### config.mk
export PLATFORM = sky130hd
export DESIGN_NAME = mmio_controller
export DESIGN_NICKNAME = d
export VERILOG_FILES = /design/src/rtl/mmio_controller.sv
export SDC_FILE = /design/constraint.sdc
export NUM_CORES = 1
export LEC_CHECK = 0
export ABC_CLOCK_PERIOD_IN_PS = 3700
export BUFFER_PORTS_ARGS = -buffer_cell sky130_fd_sc_hd__buf_4
export CORE_AREA = 2 2 76 114
export DETAILED_ROUTE_END_ITERATION = 6
export DIE_AREA = 0 0 78 116
export PLACE_DENSITY = 0.82
export SLEW_MARGIN = 10
export SYNTH_ARGS = -nofsm -noshare
export SYNTH_HDL_FRONTEND = slang
export SYNTH_SLANG_ARGS = --single-unit
### constraint.sdc
create_clock -name clk -period 3.7 [get_ports clk]
set_input_delay 0.74 -clock clk [delete_from_list [all_inputs] [get_ports clk]]
set_output_delay 0.74 -clock clk [all_outputs]
set_load 0.005 [all_outputs]
### src/rtl/mmio_controller.sv
// CPU data-bus decoder: main memory pass-through, keyboard event channels and a posted-write FIFO to PRAM.
// Define MMIO_KEY_COUNT_EN to turn each key channel into an 8-bit saturating press counter.
module mmio_controller #(
  parameter int                DATA_W     = 16,
  parameter int                ADDR_W     = 16,
  parameter int                NUM_KEYS   = 6,
  parameter logic [ADDR_W-1:0] KEY_BASE   = 16'h3FF0,
  parameter logic [ADDR_W-1:0] PRAM_ADDR  = 16'h3FFF,
  parameter int                FIFO_DEPTH = 4
) (
  input  logic                clk,
  input  logic                reset,
  input  logic [DATA_W-1:0]   cpu_data_in,
  input  logic [ADDR_W-1:0]   cpu_data_addr,
  input  logic                cpu_data_wr_en,
  output logic [DATA_W-1:0]   cpu_data_out,
  output logic                cpu_stall,
  input  logic [DATA_W-1:0]   main_data_in,
  output logic [DATA_W-1:0]   main_data_out,
  output logic [ADDR_W-1:0]   main_data_addr,
  output logic                main_data_wr_en,
  input  logic [NUM_KEYS-1:0] key_pulse,
  output logic [DATA_W-1:0]   pram_out,
  output logic                pram_wr_en,
  input  logic                pram_full
);

  localparam int PTR_W = $clog2(FIFO_DEPTH);
  localparam int CNT_W = PTR_W + 1;
`ifdef MMIO_KEY_COUNT_EN
  localparam int KEY_W = 8;
`else
  localparam int KEY_W = 1;
`endif

  logic                is_pram;
  logic                is_key;
  logic [ADDR_W-1:0]   key_off;
  logic                fifo_full;
  logic                fifo_empty;
  logic                push;
  logic                pop;
  logic [PTR_W-1:0]    wr_ptr;
  logic [PTR_W-1:0]    rd_ptr;
  logic [CNT_W-1:0]    count;
  logic [DATA_W-1:0]   fifo_mem [FIFO_DEPTH];
  logic [KEY_W-1:0]    key_state [NUM_KEYS];
  logic [KEY_W-1:0]    key_rd;
  logic [NUM_KEYS-1:0] key_clr;
  logic [15:0]         status;

  // Address decode; anything that is neither PRAM nor a key channel goes to main memory.
  assign key_off = cpu_data_addr - KEY_BASE;
  assign is_pram = (cpu_data_addr == PRAM_ADDR);
  assign is_key  = (cpu_data_addr >= KEY_BASE) && (key_off < ADDR_W'(NUM_KEYS)) && !is_pram;

  assign main_data_out   = cpu_data_in;
  assign main_data_addr  = cpu_data_addr;
  assign main_data_wr_en = cpu_data_wr_en && !is_pram && !is_key;

  assign fifo_full  = (count == CNT_W'(FIFO_DEPTH));
  assign fifo_empty = (count == '0);
  assign push       = cpu_data_wr_en && is_pram && !fifo_full;
  assign pop        = !fifo_empty && !pram_full;
  // Stall is based on the registered count, so a pop in the same cycle does not release it.
  assign cpu_stall  = cpu_data_wr_en && is_pram && fifo_full;

  always_comb begin
    status     = '0;
    status[0]  = pram_full;
    status[1]  = fifo_full;
    status[2]  = fifo_empty;
    status[15:8] = 8'(count);
  end

  always_comb begin
    key_rd  = '0;
    key_clr = '0;
    for (int i = 0; i < NUM_KEYS; i++) begin
      if (is_key && (key_off == ADDR_W'(i))) begin
        key_rd     = key_state[i];
        key_clr[i] = cpu_data_wr_en && (cpu_data_in != '0);
      end
    end
  end

  always_comb begin
    if (cpu_data_wr_en)
      cpu_data_out = '0;
    else if (is_pram)
      cpu_data_out = DATA_W'(status);
    else if (is_key)
      cpu_data_out = DATA_W'(key_rd);
    else
      cpu_data_out = main_data_in;
  end

  // FIFO storage is not reset; the pointers and count define what is valid.
  always_ff @(posedge clk) begin
    if (push)
      fifo_mem[wr_ptr] <= cpu_data_in;
  end

  always_ff @(posedge clk or posedge reset) begin
    if (reset) begin
      wr_ptr     <= '0;
      rd_ptr     <= '0;
      count      <= '0;
      pram_wr_en <= 1'b0;
      pram_out   <= '0;
    end else begin
      if (push)
        wr_ptr <= wr_ptr + 1'b1;
      if (pop) begin
        rd_ptr   <= rd_ptr + 1'b1;
        pram_out <= fifo_mem[rd_ptr];
      end
      pram_wr_en <= pop;
      case ({push, pop})
        2'b10:   count <= count + 1'b1;
        2'b01:   count <= count - 1'b1;
        default: count <= count;
      endcase
    end
  end

  // A pulse wins over a same-cycle clear so no event is lost; with KEY_W=1 this is a sticky latch.
  always_ff @(posedge clk or posedge reset) begin
    if (reset) begin
      for (int i = 0; i < NUM_KEYS; i++)
        key_state[i] <= '0;
    end else begin
      for (int i = 0; i < NUM_KEYS; i++) begin
        if (key_pulse[i]) begin
          if (key_clr[i])
            key_state[i] <= KEY_W'(1);
          else if (key_state[i] != {KEY_W{1'b1}})
            key_state[i] <= key_state[i] + 1'b1;
        end else if (key_clr[i]) begin
          key_state[i] <= '0;
        end
      end
    end
  end

endmodule

# Word-level counts from Yosys, hierarchy flattened
# Memory sizes are Yosys's and may differ from the RTL's. A register that Yosys moved wholly into a read port is not among the register bits.
# Cells that the tools add are included.
[word_totals]
mem_count = 1
reg_bits = 14
out_inout_bits = 67
ramBits = 64
[op_classes]
add_sub_neg = 11
mux = 42
reduce_logical = 30
n_eq_ne = 9
n_lt_le_gt_ge = 2
[mem_list]
columns = ["memory", "words", "word_bits", "read_ports", "rd_ports_with_merged_regs", "wr", "line", "rtl"]
rows = [
  ["fifo_mem", 4, 16, 1, 1, 1, "46", "logic [DATA_W-1:0] fifo_mem [FIFO_DEPTH];"],
]
[op_table]
columns = ["cell", "count"]
rows = [
  ["16-bit two-way mux", 3],
  ["1-bit two-way mux", 38],
  ["16-bit by 2-bit == test with 1-bit output (second input constant)", 2],
  ["16-bit by 3-bit == test with 1-bit output (second input constant)", 2],
  ["16-bit by 1-bit == test with 1-bit output (second input constant)", 1],
  ["16-bit by 14-bit == test with 1-bit output (second input constant)", 1],
  ["16-bit by 14-bit >= comparator with 1-bit output (second input constant)", 1],
  ["16-bit logical NOT", 1],
  ["16-bit by 3-bit < comparator with 1-bit output (second input constant)", 1],
  ["16-bit nonzero test", 1],
  ["16-bit by 14-bit subtractor with 16-bit output (second input constant)", 1],
  ["1-bit logical AND", 15],
  ["2-bit nonzero test", 7],
  ["1-bit adder (second input constant)", 6],
  ["3-bit one-hot mux with 2 select lines", 1],
  ["1-bit logical NOT", 5],
  ["2-bit by 1-bit adder with 2-bit output (second input constant)", 2],
  ["3-bit by 1-bit adder with 3-bit output (second input constant)", 1],
  ["3-bit == test (second input constant)", 1],
  ["3-bit logical NOT", 1],
  ["3-bit by 1-bit subtractor with 3-bit output (second input constant)", 1],
  ["2-bit by 1-bit == test with 1-bit output (second input constant)", 1],
  ["2-bit == test (second input constant)", 1],
]

# Longest topological paths before layout
[logic_depth]
word_depth = 14
depth_mapped = 10

# Worst setup path before layout
# No wires, ideal clock.
[synth_timing]
kind = "input-to-reg"
startpoint = "input port cpu_data_addr[15]"
endpoint = "register count[2]"
stages = 10
arrival_time_ns = 2.500
path_slack_ns = 1.075
required_ns = 3.575
setup_time_ns = 0.125
path_cell_list = "nand4b_1 -> or3_4 -> nor4_4 -> inv_1 -> ha_1 -> inv_1 -> fa_1 -> xor2_1 -> nor2_1 -> xor2_1"
[synth_between]
elab_chain_cells = 5
[synth_lines]
columns = ["item", "line", "rtl"]
rows = [
  ["start: declaration", "14", "input logic [ADDR_W-1:0] cpu_data_addr,"],
  ["16-bit by 14-bit == test with 1-bit output (*)", "54", "assign is_pram = (cpu_data_addr == PRAM_ADDR);"],
  ["1-bit logical AND (*) (2 in series)", "63", "assign push = cpu_data_wr_en && is_pram && !fifo_full;"],
  ["2-bit by 1-bit == test with 1-bit output / 2-bit == test (equally long branches)", "119", "case ({push, pop})"],
  ["3-bit one-hot mux with 2 select lines / 2-bit nonzero test (equally long branches)", "--", ""],
  ["end signal: assignment", "120", "2'b10: count <= count + 1'b1;"],
  ["end signal: assignment", "121", "2'b01: count <= count - 1'b1;"],
  ["end signal: assignment", "122", "default: count <= count;"],
  ["end: declaration", "45", "logic [CNT_W-1:0] count;"],
]
# Mark *: on every way between the ends. The rest lies on a longest branch, timed or not.
# A chain may end at the register's enable or synchronous reset.

# Worst setup path in the final report
[layout_timing]
startpoint = "input port cpu_data_addr[15]"
endpoint = "output port cpu_data_out[8]"
[layout_between]
elab_chain_cells = 7
[layout_lines]
columns = ["item", "line", "rtl"]
rows = [
  ["16-bit by 14-bit subtractor with 16-bit output", "53", "assign key_off = cpu_data_addr - KEY_BASE;"],
  ["16-bit by 3-bit < comparator with 1-bit output", "55", "assign is_key = (cpu_data_addr >= KEY_BASE) && (key_off < ADDR_W'(NUM_KEYS)) && !is_pram;"],
  ["1-bit logical AND (2 in series)", "55", ""],
  ["16-bit two-way mux", "92", "else if (is_key)"],
  ["16-bit two-way mux (*)", "90", "else if (is_pram)"],
  ["16-bit two-way mux (*)", "88", "if (cpu_data_wr_en)"],
  ["end: declaration", "16", "output logic [DATA_W-1:0] cpu_data_out,"],
]
# Marks and branches as above.

==> metrics.csv <==
stage;metric;value;unit
logic_synthesis;top_reg_cell synth;edfxtp_1;
place;port bufs;124;
logic_synthesis;Yosys warnings;0;
clock_network;Post-CTS Setup Bufs;0;
logic_synthesis;main area contributors after synthesis;edfxtp_1 (45%), dfrtp_1 (18%), mux4_2 (8.4%);
clock_network;H-tree Lvls;3;
logic_synthesis;Post-Syn Nets;338;
floorplan;core area;8010;um^2
power;sw frac;0.255;
power;Int Pwr;2.32;mW
min_path;HP Class;in -> async;
clock_network;root buf cell;clkbuf_16;
power;P_leak;2.14;nW
logic_synthesis;count leader, synth;edfxtp_1;
global_route;gr ovfl total;0;
final_layout;Inserted Diodes;0;
routing;Routed Antenna Nets;0;
routing;DRC Markers;0;
power;sequential share of power;0.456;
routing;drt pass-1 iters;4;
clock_network;post_cts resized;0;
sta;Final Hold Vio Count;0;
final_layout;share of layout cells above drive strength 1;0.500;
power;power per cell area;577;nW/um^2
final_layout;Final #Nets;435;
floorplan;Die H;116;um
critical_path;Reg-to-Reg Start;count[0];
logic_synthesis;sequential-to-total area share from yosys stat;0.625;
final_layout;Area Growth Syn to Fin;26.1;%
logic_synthesis;largest area contributor in the netlist;edfxtp_1;
logic_synthesis;synthesized area;4280;um^2
critical_path;Startpoint Class;input pin;
critical_path;crit path capture type;output port;
clock_network;Sink Count;94;
power;Max IR drop VDD;0.382;mV
global_route;initial antenna violation count;0;
floorplan;starting density of the core;0.534;
sta;final setup fails;0;
logic_synthesis;Syn Inst Count;274;
sta;Tmin final;3120;ps
global_route;largest net degree at the start of global routing;31;
critical_path;worst reg2reg endpoint;count[2];
global_route;vias in the first global route;2718;
place;routability congestion estimate;0.861;
clock_network;CTS Buffer Depth;2;
final_layout;final cell count without fillers;481;
sta;Worst Max-Slew Pin Slew;1090;ps
sta;Clock Skew;10.3;ps
logic_synthesis;synth unique cells;48;
floorplan;die footprint;9050;um^2
sta;Fmax;321;MHz
floorplan;# IOs;125;
global_route;first-pass GRT wire length;13.9;mm
run;Max-Cap Viols;0;
sta;Max Slew Vio Count;0;
clock_network;worst skew pair latency;340;ps
floorplan;row count;40;
clock_network;TritonCTS clock tree;built;
critical_path;R2R depth;10;
place;DP HPWL;6.44;mm
power;Clock Power Share;0.315;
power;Design Power;3.11;mW
clock_network;CTS clk-pin slew, worst paths;60;ps
logic_synthesis;number of enable flip-flop cells after synthesis;64;
critical_path;critical path class;in -> out;
logic_synthesis;flip-flop and latch count after synthesis;94;
routing;WL final;9.07;mm
sta;fin crit share;0.842;
critical_path;CP required;2960;ps
routing;DR WL/cell;18.9;um
floorplan;die width;78;um
critical_path;R2R Setup Slk;1480;ps
critical_path;Worst Path Max Fanout;3;
critical_path;Worst EP arrival;2380;ps
sta;Relative slew margins;0.273;
routing;DRT iter0 DRCs;91;
clock_network;CTS Hold Bufs;0;
logic_synthesis;syn_area_per_cell;15.6;um^2
outcome;status;finished clean;
routing;via density per instance;5.54;
sta;RSZ-0062 raised after global routing;no;
place;DP Cell Count;465;
power;Psw;793;uW
sta;setup_tns;0;ps
routing;DR vias;2665;
power;logic gate share of total power;0.229;
logic_synthesis;Post-synth top cells;edfxtp_1 (64), buf_4 (33), dfrtp_1 (30);
logic_synthesis;share of the synthesized area in the top cell type;0.449;
clock_network;TritonCTS Buffers;9;
global_route;GRT Resource Usage Total;0.210;
logic_synthesis;asr flop ratio synth;0.319;
worst max-delay path by stage:
stage	startpoint	to	slack, ps
4_1_cts	cpu_data_addr[15]	cpu_data_out[2]	620
3_3_place_gp	cpu_data_addr[15]	cpu_data_out[2]	660
3_5_place_dp	cpu_data_addr[15]	cpu_data_out[2]	640
2_1_floorplan	cpu_data_addr[15]	count[2]	1080
5_1_grt	cpu_data_addr[15]	cpu_data_out[9]	520
6_report	cpu_data_addr[15]	cpu_data_out[8]	580
state kept, by name (all words and copies together), names as in the netlist:
register and cells:
count 3, rd_ptr 2, pram_out 16, key_state 6, pram_wr_en 1, wr_ptr 2, fifo_mem 64
cell type report:
cell class | instances | area [um^2]
fill | 562 | 2610
clock inverter | 6 | 93.8
multi-input combinational | 132 | 1290
timing repair buffer | 126 | 946
tap | 105 | 131
clock buffer | 10 | 229
sequential | 94 | 2670
inverter | 8 | 30.0
cell usage in the layout, fill, tap and decap left out, drive strengths merged, types with 4 or more instances in the layout:
cell type	count
edfxtp	64
mux2	16
and2	15
nor2	14
inv	10
ha	5
mux2i	4
clkbuf	10
nor4	7
buf	126
mux4	16
nand2	5
nor3	4
dfrtp	30
a21oi	4
power groups by stage:
stage | clock, mW | sequential (mW) | combinational, mW
5_1_grt | 1.04 | 1.45 | 0.769
3_5_place_dp | 0 | 1.45 | 0.721
2_1_floorplan | 0 | 1.34 | 0.505
3_3_place_gp | 0 | 1.44 | 0.696
6_report | 0.981 | 1.42 | 0.712
4_1_cts | 0.996 | 1.43 | 0.722
critical path, stage by stage:
cell and delay, ps:
buf_4 120, nand4b_1 220, or3_1 370, or2_1 290, nor2_1 330, a22o_1 190, buf_4 110
metal layers:
| layer | routed length, um | global-route usage |
|---|---|---|
| met1 | 3240 | 0.217 |
| met2 | 4750 | 0.383 |
| met3 | 760 | 0.0569 |
| met4 | 317 | 0.115 |
| met5 | 0 | 0 |
cells by family (layout without fill, tap and decap cells):
family          Yosys count  after routing  share of synthesized area
xor+xnor                  6              6                     0.0123
compound gates           21             21                     0.0369
flops                    94             94                      0.625
buf+inv                  48            150                     0.0728
mux                      36             36                      0.136
simple gates             63             63                     0.0983
fa+ha+maj                 6              6                     0.0193
metrics by stage:
step	utilization	cell area, um^2	setup slack [ps]	hold WS (ps)
final	0.674	5400	585	485
after floorplan	-	4280	1080	448
after CTS	0.674	5400	625	499
after global placement	0.634	5070	658	491
after detailed placement	0.634	5070	644	498
after global routing	0.674	5400	525	530
No activity file was read; power rests on OpenSTA's default activity.
